<file path="src/rtl/rtc_read_scheduler.sv">
// Reads nine RTC registers into a shadow bank (2 cycles from tick to first bus_req, then REQ+WAIT per byte)
// and commits the whole bank to display_bcd at the next frame_end; a read that goes unacknowledged for TIMEOUT_CYC cycles aborts the burst.
module rtc_read_scheduler #(
    parameter int          TIMEOUT_CYC = 255,
    parameter logic [71:0] ADDR_LIST   = {8'h21, 8'h22, 8'h23, 8'h24, 8'h25, 8'h26, 8'h41, 8'h42, 8'h43}
) (
    input  logic        CLK,
    input  logic        RESET,
    input  logic        tick_read,
    input  logic        frame_end,
    output logic        bus_req,
    output logic [7:0]  bus_addr,
    input  logic        bus_ack,
    input  logic [7:0]  bus_data,
    output logic [71:0] display_bcd,
    output logic        busy,
    output logic        update_done,
    output logic        rd_error
);

    typedef enum logic [2:0] {IDLE, REQ, WAIT, HOLD, COMMIT} state_t;

    state_t      state_q, state_d;
    logic [3:0]  idx_q, idx_d;
    logic [7:0]  cnt_q, cnt_d;
    logic        req_q, req_d;
    logic [7:0]  addr_q, addr_d;
    logic [71:0] shadow_q, shadow_d;
    logic [71:0] disp_q, disp_d;
    logic        err_q, err_d;

    function automatic logic [7:0] bcd_clean(input logic [7:0] b);
        if (b[7:4] > 4'd9 || b[3:0] > 4'd9) return 8'h00;
        return b;
    endfunction

    always_comb begin
        state_d  = state_q;
        idx_d    = idx_q;
        cnt_d    = cnt_q;
        req_d    = req_q;
        addr_d   = addr_q;
        shadow_d = shadow_q;
        disp_d   = disp_q;
        err_d    = err_q;
        case (state_q)
            IDLE: begin
                if (tick_read) begin
                    idx_d   = '0;
                    err_d   = 1'b0;
                    state_d = REQ;
                end
            end
            REQ: begin
                // ADDR_LIST is written idx 0 first, so idx 0 sits in the top byte
                for (int i = 0; i < 9; i++) begin
                    if (idx_q == 4'(i)) addr_d = ADDR_LIST[8*(8-i) +: 8];
                end
                req_d   = 1'b1;
                cnt_d   = '0;
                state_d = WAIT;
            end
            WAIT: begin
                if (bus_ack) begin
                    for (int i = 0; i < 9; i++) begin
                        if (idx_q == 4'(i)) shadow_d[8*i +: 8] = bcd_clean(bus_data);
                    end
                    req_d = 1'b0;
                    if (idx_q == 4'd8) begin
                        state_d = HOLD;
                    end else begin
                        idx_d   = idx_q + 4'd1;
                        state_d = REQ;
                    end
                end else if (cnt_q == 8'(TIMEOUT_CYC - 1)) begin
                    // this is the TIMEOUT_CYC-th cycle without an ack
                    req_d    = 1'b0;
                    err_d    = 1'b1;
                    shadow_d = '0;
                    state_d  = IDLE;
                end else begin
                    cnt_d = cnt_q + 8'd1;
                end
            end
            HOLD: begin
                if (frame_end) state_d = COMMIT;
            end
            COMMIT: begin
                disp_d  = shadow_q;
                state_d = IDLE;
            end
            default: state_d = IDLE;
        endcase
    end

    always_ff @(posedge CLK or posedge RESET) begin
        if (RESET) begin
            state_q  <= IDLE;
            idx_q    <= '0;
            cnt_q    <= '0;
            req_q    <= 1'b0;
            addr_q   <= 8'h00;
            shadow_q <= '0;
            disp_q   <= '0;
            err_q    <= 1'b0;
        end else begin
            state_q  <= state_d;
            idx_q    <= idx_d;
            cnt_q    <= cnt_d;
            req_q    <= req_d;
            addr_q   <= addr_d;
            shadow_q <= shadow_d;
            disp_q   <= disp_d;
            err_q    <= err_d;
        end
    end

    assign bus_req     = req_q;
    assign bus_addr    = addr_q;
    assign display_bcd = disp_q;
    assign busy        = (state_q != IDLE);
    assign update_done = (state_q == COMMIT);
    assign rd_error    = err_q;

endmodule

</file>
<file path="config.mk">
export PLATFORM = sky130hd
export DESIGN_NAME = rtc_read_scheduler
export DESIGN_NICKNAME = d
export VERILOG_FILES = /design/src/rtl/rtc_read_scheduler.sv
export SDC_FILE = /design/constraint.sdc
export NUM_CORES = 1
export LEC_CHECK = 0
export ABC_CLOCK_PERIOD_IN_PS = 10600
export BUFFER_PORTS_ARGS = -buffer_cell sky130_fd_sc_hd__buf_2
export CORE_ASPECT_RATIO = 0.5
export CORE_UTILIZATION = 30
export DETAILED_ROUTE_END_ITERATION = 7
export GPL_TIMING_DRIVEN = 0
export PLACE_DENSITY = 0.51
export SLEW_MARGIN = 25
export SYNTH_ARGS = -nofsm -noshare
export SYNTH_HDL_FRONTEND = slang
export SYNTH_SLANG_ARGS = --single-unit
</file>
<file path="constraint.sdc">
create_clock -name CLK -period 10.6 [get_ports CLK]
set_input_delay 2.12 -clock CLK [delete_from_list [all_inputs] [get_ports CLK]]
set_output_delay 2.12 -clock CLK [all_outputs]
set_load 0.02 [all_outputs]
</file>
==> out/metrics.csv, run 1 <==
stage,metric,value,unit
run_status,status,completed,
cells_and_area,share of cells above drive strength 1,39.74,%
setup_path,Buf/Inv on CP,4,
timing,Slew @ Worst Pin,738.6,ps
timing,Final Hold Violating Endpoints,0,
timing,FMAX,232.0,MHz
drt,wire per inst,17.81,um
clock_tree,root buffer cell,clkbuf_16,
logic_synthesis,Yosys cell types,45,
timing,Rel. slew slack,50.09,%
cells_and_area,nets@finish,610,
placement,Port Buffers,93,
power_and_ir_drop,Peak VDD IR,97.02,uV
grt,initial antenna violation count,0,
clock_tree,post-CTS setup repair buffer count,0,
drt,DRC Markers,0,
min_path,Hold Path Depth,1,
drt,drt total wl,16.10,mm
setup_path,CP Launch Type,flop,
timing,Final setup viols,0,
setup_path,Critical Path Max Stage Delay,410,ps
min_path,Worst Min Path Start,shadow_q[1],
power_and_ir_drop,leak pwr,4.005,nW
drt,routed vias/inst,4.759,
clock_tree,clk slew on worst S/H paths,70,ps
drt,vias post-DR,4302,
logic_synthesis,Synth Warn #,0,
grt,first-pass GRT wire length,25.39,mm
power_and_ir_drop,Overall Power,0.001782,W
logic_synthesis,Synth area leaders,"dfrtp_1 (62%), mux2_2 (13%), o2bb2ai_1 (9.4%)",
setup_path,Crit path max-delay family,buffers and inverters,
setup_path,Reg2Reg Launch Point,cnt_q[0],
drt,1st-iter DRT viols,203,
min_path,Hold Path Class,flop to flop,
setup_path,reg2reg path depth,8,
clock_tree,clk_lat worst skew,430,ps
setup_path,critical path class,flop to primary output,
setup_path,Most common cell on crit path,buf_2,
logic_synthesis,Yosys top cell area share,62.06,%
logic_synthesis,cell taking the most area after synthesis,dfrtp_1,
cells_and_area,Diodes inserted,0,
drt,post-route ant nets,0,
setup_path,arrival time at the worst endpoint,2190,ps
floorplanning,die extent in y,107.6,um
clock_tree,H-tree depth,4,
grt,number of global-route vias before repair,4481,
clock_tree,Clock Sink Count,166,
logic_synthesis,Mapped Area,6694,um2
logic_synthesis,Syn Area/Cell,14.06,um2
setup_path,critical path capture point type,primary output,
setup_path,r2r setup slk,8380,ps
clock_tree,CTS buffer count,17,
logic_synthesis,leading cell type by number of instances after synthesis,dfrtp_1,
placement,gpl congestion,0.7966,
clock_tree,maximum root-to-sink buffer count,2,
logic_synthesis,Main synth FF type,dfrtp_1,
logic_synthesis,"EDFF count, synth",0,
logic_synthesis,asr flop ratio synth,100.0,%
floorplanning,# rows,38,
setup_path,crit-path cells,clkbuf_1 > nor3b_1 > buf_2 > buf_2 > buf_2,
clock_tree,CTS tree,built,
floorplanning,Ports,97,
timing,final cycle utilization of the critical path,40.67,%
timing,Total Neg Setup Slack,0,ps
setup_path,Crit path depth,5,
timing,Worst Skew,23.30,ps
clock_tree,CTS resizes,0,
timing,post-route minimum period,4311,ps
setup_path,"Slowest-stage cell, CP",dfrtp_1,
timing,RSZ-0062 raised after global routing,no,
run,max cap viols,0,
placement,hpwl dp,10.65,mm
power_and_ir_drop,pwr dens,217.6,nW/um2
grt,total gr overflow,0,
logic_synthesis,#FFs+latches synth,166,
setup_path,CP startpoint,state_q[1],
cells_and_area,"Area growth, synth to finish",22.34,%
floorplanning,die area,22950,um2
floorplanning,core area,21780,um2
clock_tree,CTS Hold Bufs,0,
logic_synthesis,sequential share of the synthesized area,62.06,%
grt,largest net degree at the start of global routing,92,
logic_synthesis,Post-Synthesis Cells,476,
grt,Total GRT Usage,14.82,%
timing,final slew viol count,0,
drt,Pre-antenna DRT Iters,4,
logic_synthesis,Post-synth top cells,"dfrtp_1 (166), mux2_2 (76), o2bb2ai_1 (72)",
floorplanning,initial core utilization,30.74,%
setup_path,WP data required,8480,ps
floorplanning,Die Width,213.3,um
setup_path,CP Max Fanout,10,
[path summary, 6_finish.rpt]
check | to
max in group asynchronous | bus_addr[1]
min in group asynchronous | display_bcd[2]
worst max register to register | shadow_q[27]
worst min register to register | shadow_q[1]
worst min-delay path | shadow_q[1]
worst max-delay path | update_done
[registers in the layout, summed over array words and instances (netlist names)]
name and flops:
state_q 3, rd_error 1, cnt_q 8, display_bcd 72, idx_q 4, bus_addr 5
shadow_q 72, bus_req 1
[cell usage in the layout, fill, tap and decap left out, types with 5 or more instances in the layout]
cell	n
o21ai_0	8
o21ai_2	9
ha_1	6
inv_1	7
dfrtp_1	166
nand3_2	6
o2bb2ai_1	72
mux2_2	76
buf_2	107
a21oi_1	10
inv_8	5
mux2i_1	5
nand2_1	14
nor2_1	19
clkbuf_16	17
clkbuf_1	5
[final cells by class]
type / instances / area [um2]
Tap cell: 300 / 375.4
Multi-Input combinational cell: 282 / 2406
Inverter: 8 / 37.54
Clock inverter: 15 / 186.4
Clock buffer: 17 / 425.4
Sequential cell: 166 / 4154
Fill cell: 2133 / 13590
Timing Repair Buffer: 94 / 493.0
Buffer: 22 / 111.4
[layer usage]
metal,track usage (%),vias up,part of all wire (%)
met1,20.21,2220,48
met2,22.99,57,47
met5,0,-,0
li1,-,2018,-
met4,4.847,0,0.74
met3,3.763,7,3.6
[where the power goes]
part	switching [W]	leakage (nW)	total (W)	internal, W
registers	0.0000555	2.29	0.000776	0.000721
clock network	0.000278	0.299	0.000636	0.000358
logic	0.000222	1.42	0.000369	0.000147
total	0.000555	4.00	0.00178	0.00123
[metrics by stage]
stage	cells	util, %	instance area, um2	hold slack, ps	setup WS, ps
2_1_floorplan	478	-	6701	450.7	3990
3_3_place_gp	871	34.64	7542	465.1	2020
3_5_place_dp	872	34.80	7577	469.1	6661
4_1_cts	904	37.61	8189	489.0	6257
5_1_grt	904	37.61	8189	499.3	6113
6_report	904	37.61	8189	486.7	6289
[cells by family (layout without fill, tap and decap cells)]
| logic type | count (synthesis) | count (layout) | share of synthesized area (%) |
|---|---|---|---|
| XOR/XNOR | 1 | 1 | 0.1309 |
| AND/OR/NAND/NOR | 78 | 78 | 7.570 |
| multiplexers | 81 | 81 | 13.53 |
| other | 1 | 3 | 0.05602 |
| AO/OA/AOI/OAI | 113 | 113 | 13.42 |
| flip-flops | 166 | 166 | 62.06 |
| adder cells (fa/ha/maj) | 6 | 6 | 1.121 |
| buffers and inverters | 30 | 156 | 2.112 |
(Power assumes the default switching activity.)
==> inputs of run 2 (changes only) <==
--- a/config.mk
+++ b/config.mk
@@ -5,7 +5,8 @@
 export SDC_FILE = /design/constraint.sdc
 export NUM_CORES = 1
 export LEC_CHECK = 0
-export ABC_CLOCK_PERIOD_IN_PS = 10600
+export ABC_AREA = 1
+export ABC_CLOCK_PERIOD_IN_PS = 4030
 export BUFFER_PORTS_ARGS = -buffer_cell sky130_fd_sc_hd__buf_2
 export CORE_ASPECT_RATIO = 0.5
 export CORE_UTILIZATION = 30
==> constraint.sdc (replaced) <==
create_clock -name CLK -period 4.03 [get_ports CLK]
set_input_delay 0.806 -clock CLK [delete_from_list [all_inputs] [get_ports CLK]]
set_output_delay 0.806 -clock CLK [all_outputs]
set_load 0.02 [all_outputs]
==> out/metrics.csv, run 2 <==
stage,metric,value,unit
timing,Total Neg Setup Slack,0,ps
grt,largest net degree at the start of global routing,33,
placement,Port Buffers,92,
min_path,Hold Path Class,input pin to asynchronous set/reset pin,
timing,Slew @ Worst Pin,1026,ps
grt,Total GRT Usage,15.70,%
floorplanning,die extent in y,109.4,um
run_status,status,completed,
clock_tree,clk slew on worst S/H paths,70,ps
clock_tree,root buffer cell,clkbuf_16,
timing,Final Hold Violating Endpoints,0,
setup_path,critical path capture point type,primary output,
setup_path,reg2reg path depth,4,
grt,number of global-route vias before repair,5268,
logic_synthesis,#FFs+latches synth,166,
timing,post-route minimum period,2800,ps
setup_path,FF-to-FF End,cnt_q[0],
logic_synthesis,cell taking the most area after synthesis,dfrtp_1,
logic_synthesis,Main synth FF type,dfrtp_1,
drt,DRC Markers,0,
placement,gpl congestion,0.7654,
floorplanning,Ports,97,
drt,Pre-antenna DRT Iters,5,
cells_and_area,nets@finish,885,
run,max cap viols,0,
setup_path,CP startpoint,state_q[1],
clock_tree,CTS resizes,0,
floorplanning,die area,23710,um2
cells_and_area,"most common cell after layout, fill and taps aside",nand2_1,
power_and_ir_drop,Clock Power Share,27.7,%
setup_path,arrival time at the worst endpoint,1990,ps
logic_synthesis,Post-Synthesis Cells,748,
logic_synthesis,Yosys cell types,32,
timing,final cycle utilization of the critical path,69.48,%
cells_and_area,Diodes inserted,0,
clock_tree,CTS tree,built,
power_and_ir_drop,Comb pwr share,30.9,%
timing,Final setup viols,0,
drt,wire per inst,14.70,um
timing,Worst Skew,7.899,ps
logic_synthesis,leading cell type by number of instances after synthesis,nand2_1,
drt,routed vias/inst,4.469,
drt,drt total wl,17.34,mm
timing,RSZ-0062 raised after global routing,no,
power_and_ir_drop,power share of the sequential group,41.4,%
power_and_ir_drop,Peak VDD IR,308.2,uV
floorplanning,initial core utilization,31.23,%
floorplanning,Die Width,216.8,um
grt,first-pass GRT wire length,28.34,mm
cells_and_area,most frequent cells in the layout,"nand2_1 (216), dfrtp_1 (166), o21ai_0 (138)",
setup_path,CP Max Fanout,10,
power_and_ir_drop,Overall Power,0.005851,W
setup_path,r2r setup slk,2100,ps
floorplanning,# rows,38,
clock_tree,clk_lat worst skew,430,ps
grt,total gr overflow,0,
logic_synthesis,"EDFF count, synth",0,
clock_tree,CTS Hold Bufs,0,
setup_path,Critical Path Max Stage Delay,450,ps
setup_path,"Slowest-stage cell, CP",dfrtp_1,
clock_tree,Clock Sink Count,166,
clock_tree,CTS buffer count,17,
logic_synthesis,Syn Area/Cell,9.250,um2
logic_synthesis,Mapped Area,6919,um2
setup_path,critical path class,flop to primary output,
power_and_ir_drop,leak pwr,4.279,nW
clock_tree,post-CTS setup repair buffer count,0,
grt,initial antenna violation count,0,
logic_synthesis,sequential share of the synthesized area,60.04,%
setup_path,WP data required,3220,ps
setup_path,Reg2Reg Launch Point,state_q[1],
timing,FMAX,357.1,MHz
setup_path,crit-path cells,nor2_1 > nand2_1 > clkbuf_1 > inv_1 > buf_2,
floorplanning,core area,22160,um2
logic_synthesis,Yosys top cell area share,60.04,%
timing,Rel. slew slack,31.34,%
power_and_ir_drop,sw power,0.002265,W
cells_and_area,share of cells above drive strength 1,20.14,%
cells_and_area,"Area growth, synth to finish",22.50,%
logic_synthesis,Post-synth top cells,"nand2_1 (216), dfrtp_1 (166), o21ai_0 (138)",
logic_synthesis,Synth Warn #,0,
placement,hpwl dp,12.09,mm
clock_tree,maximum root-to-sink buffer count,2,
setup_path,CP Launch Type,flop,
power_and_ir_drop,Internal,0.003586,W
power_and_ir_drop,pwr dens,690.3,nW/um2
power_and_ir_drop,Sw Ratio,38.71,%
logic_synthesis,asr flop ratio synth,100.0,%
drt,1st-iter DRT viols,293,
drt,vias post-DR,5269,
clock_tree,H-tree depth,4,
drt,post-route ant nets,0,
setup_path,worst setup path end,update_done,
timing,final slew viol count,0,
logic_synthesis,Synth area leaders,"dfrtp_1 (60%), nand2_1 (12%), o21ai_0 (10%)",
run 2: changes by cell type after synthesis, sizes merged, moves of 5 or more:
cell / before / now
xor2: 0 / 5
inv: 8 / 97
o2bb2ai: 72 / 0
o21ai: 19 / 160
mux2: 76 / 0
nand2: 14 / 222
nor2: 19 / 27
nand3: 6 / 23
a21oi: 10 / 1
mux2i: 5 / 0
run 2: cells by family (layout without fill, tap and decap cells):
group	after synthesis	in the layout	share of synthesized area, %
and+or+nand+nor	278	278	16.85
DFF	166	166	60.04
AOI/OAI and AO/OA	164	164	12.93
buffers and inverters	126	255	8.155
xor gates and xnor gates	7	7	0.8861
adders and majority gates	6	6	1.085
other	1	3	0.05420
run 2: worst min path at each step:
stage,from,end,slack [ps],cells past startpoint
3_5_place_dp,rd_error,rd_error,470,2
6_report,RESET,display_bcd[45],390,2
5_1_grt,RESET,display_bcd[42],400,2
4_1_cts,RESET,display_bcd[41],390,2
2_1_floorplan,shadow_q[23],shadow_q[23],480,2
3_3_place_gp,display_bcd[32],display_bcd[32],470,2
run 2: stage by stage:
stage	hold WS (ps)	std cells	util [%]	cell area [um2]	worst slack, ps
2_1_floorplan	483.4	750	-	6930	1111
3_3_place_gp	465.2	1142	35.05	7766	19.44
3_5_place_dp	465.5	1147	35.57	7881	1553
4_1_cts	385.9	1179	38.25	8476	1186
5_1_grt	403.9	1179	38.25	8476	1094
6_report	388.7	1179	38.25	8476	1230
run 2: critical path: cells and delay by family, from the launching register on:
family	cells	cell delay [ps]
buffers and inverters	3	620
DFF	1	450
and+or+nand+nor	2	490
run 2: metal layers:
layer | track usage [%] | wire, um | vias up | part of all wire, %
met1 | 20.55 | 8066 | 2584 | 47
met3 | 3.181 | 589 | 12 | 3.4
li1 | - | - | 2597 | -
met5 | 0 | 0 | - | 0
met4 | 5.080 | 182 | 0 | 1.0
met2 | 26.33 | 8497 | 76 | 49
run 2: power groups by stage:
stage / Combinational (W) / Clock, W / Sequential, W
after detailed placement: 0.00183 / 0 / 0.00246
after global placement: 0.00179 / 0 / 0.00245
after global routing: 0.00203 / 0.00173 / 0.00249
after CTS: 0.00184 / 0.00166 / 0.00243
after floorplan: 0.000768 / 0 / 0.00283
final: 0.00181 / 0.00162 / 0.00243
run 2: final cells by class:
cell class	instances	area (um2)
well taps	300	375.4
repair buffers	97	560.5
inverters	97	367.9
clock buffers	18	439.2
plain buffers	29	200.2
clock inverters	14	155.1
fillers	2249	13680
flip-flops and latches	166	4154
multi-input cells	458	2223
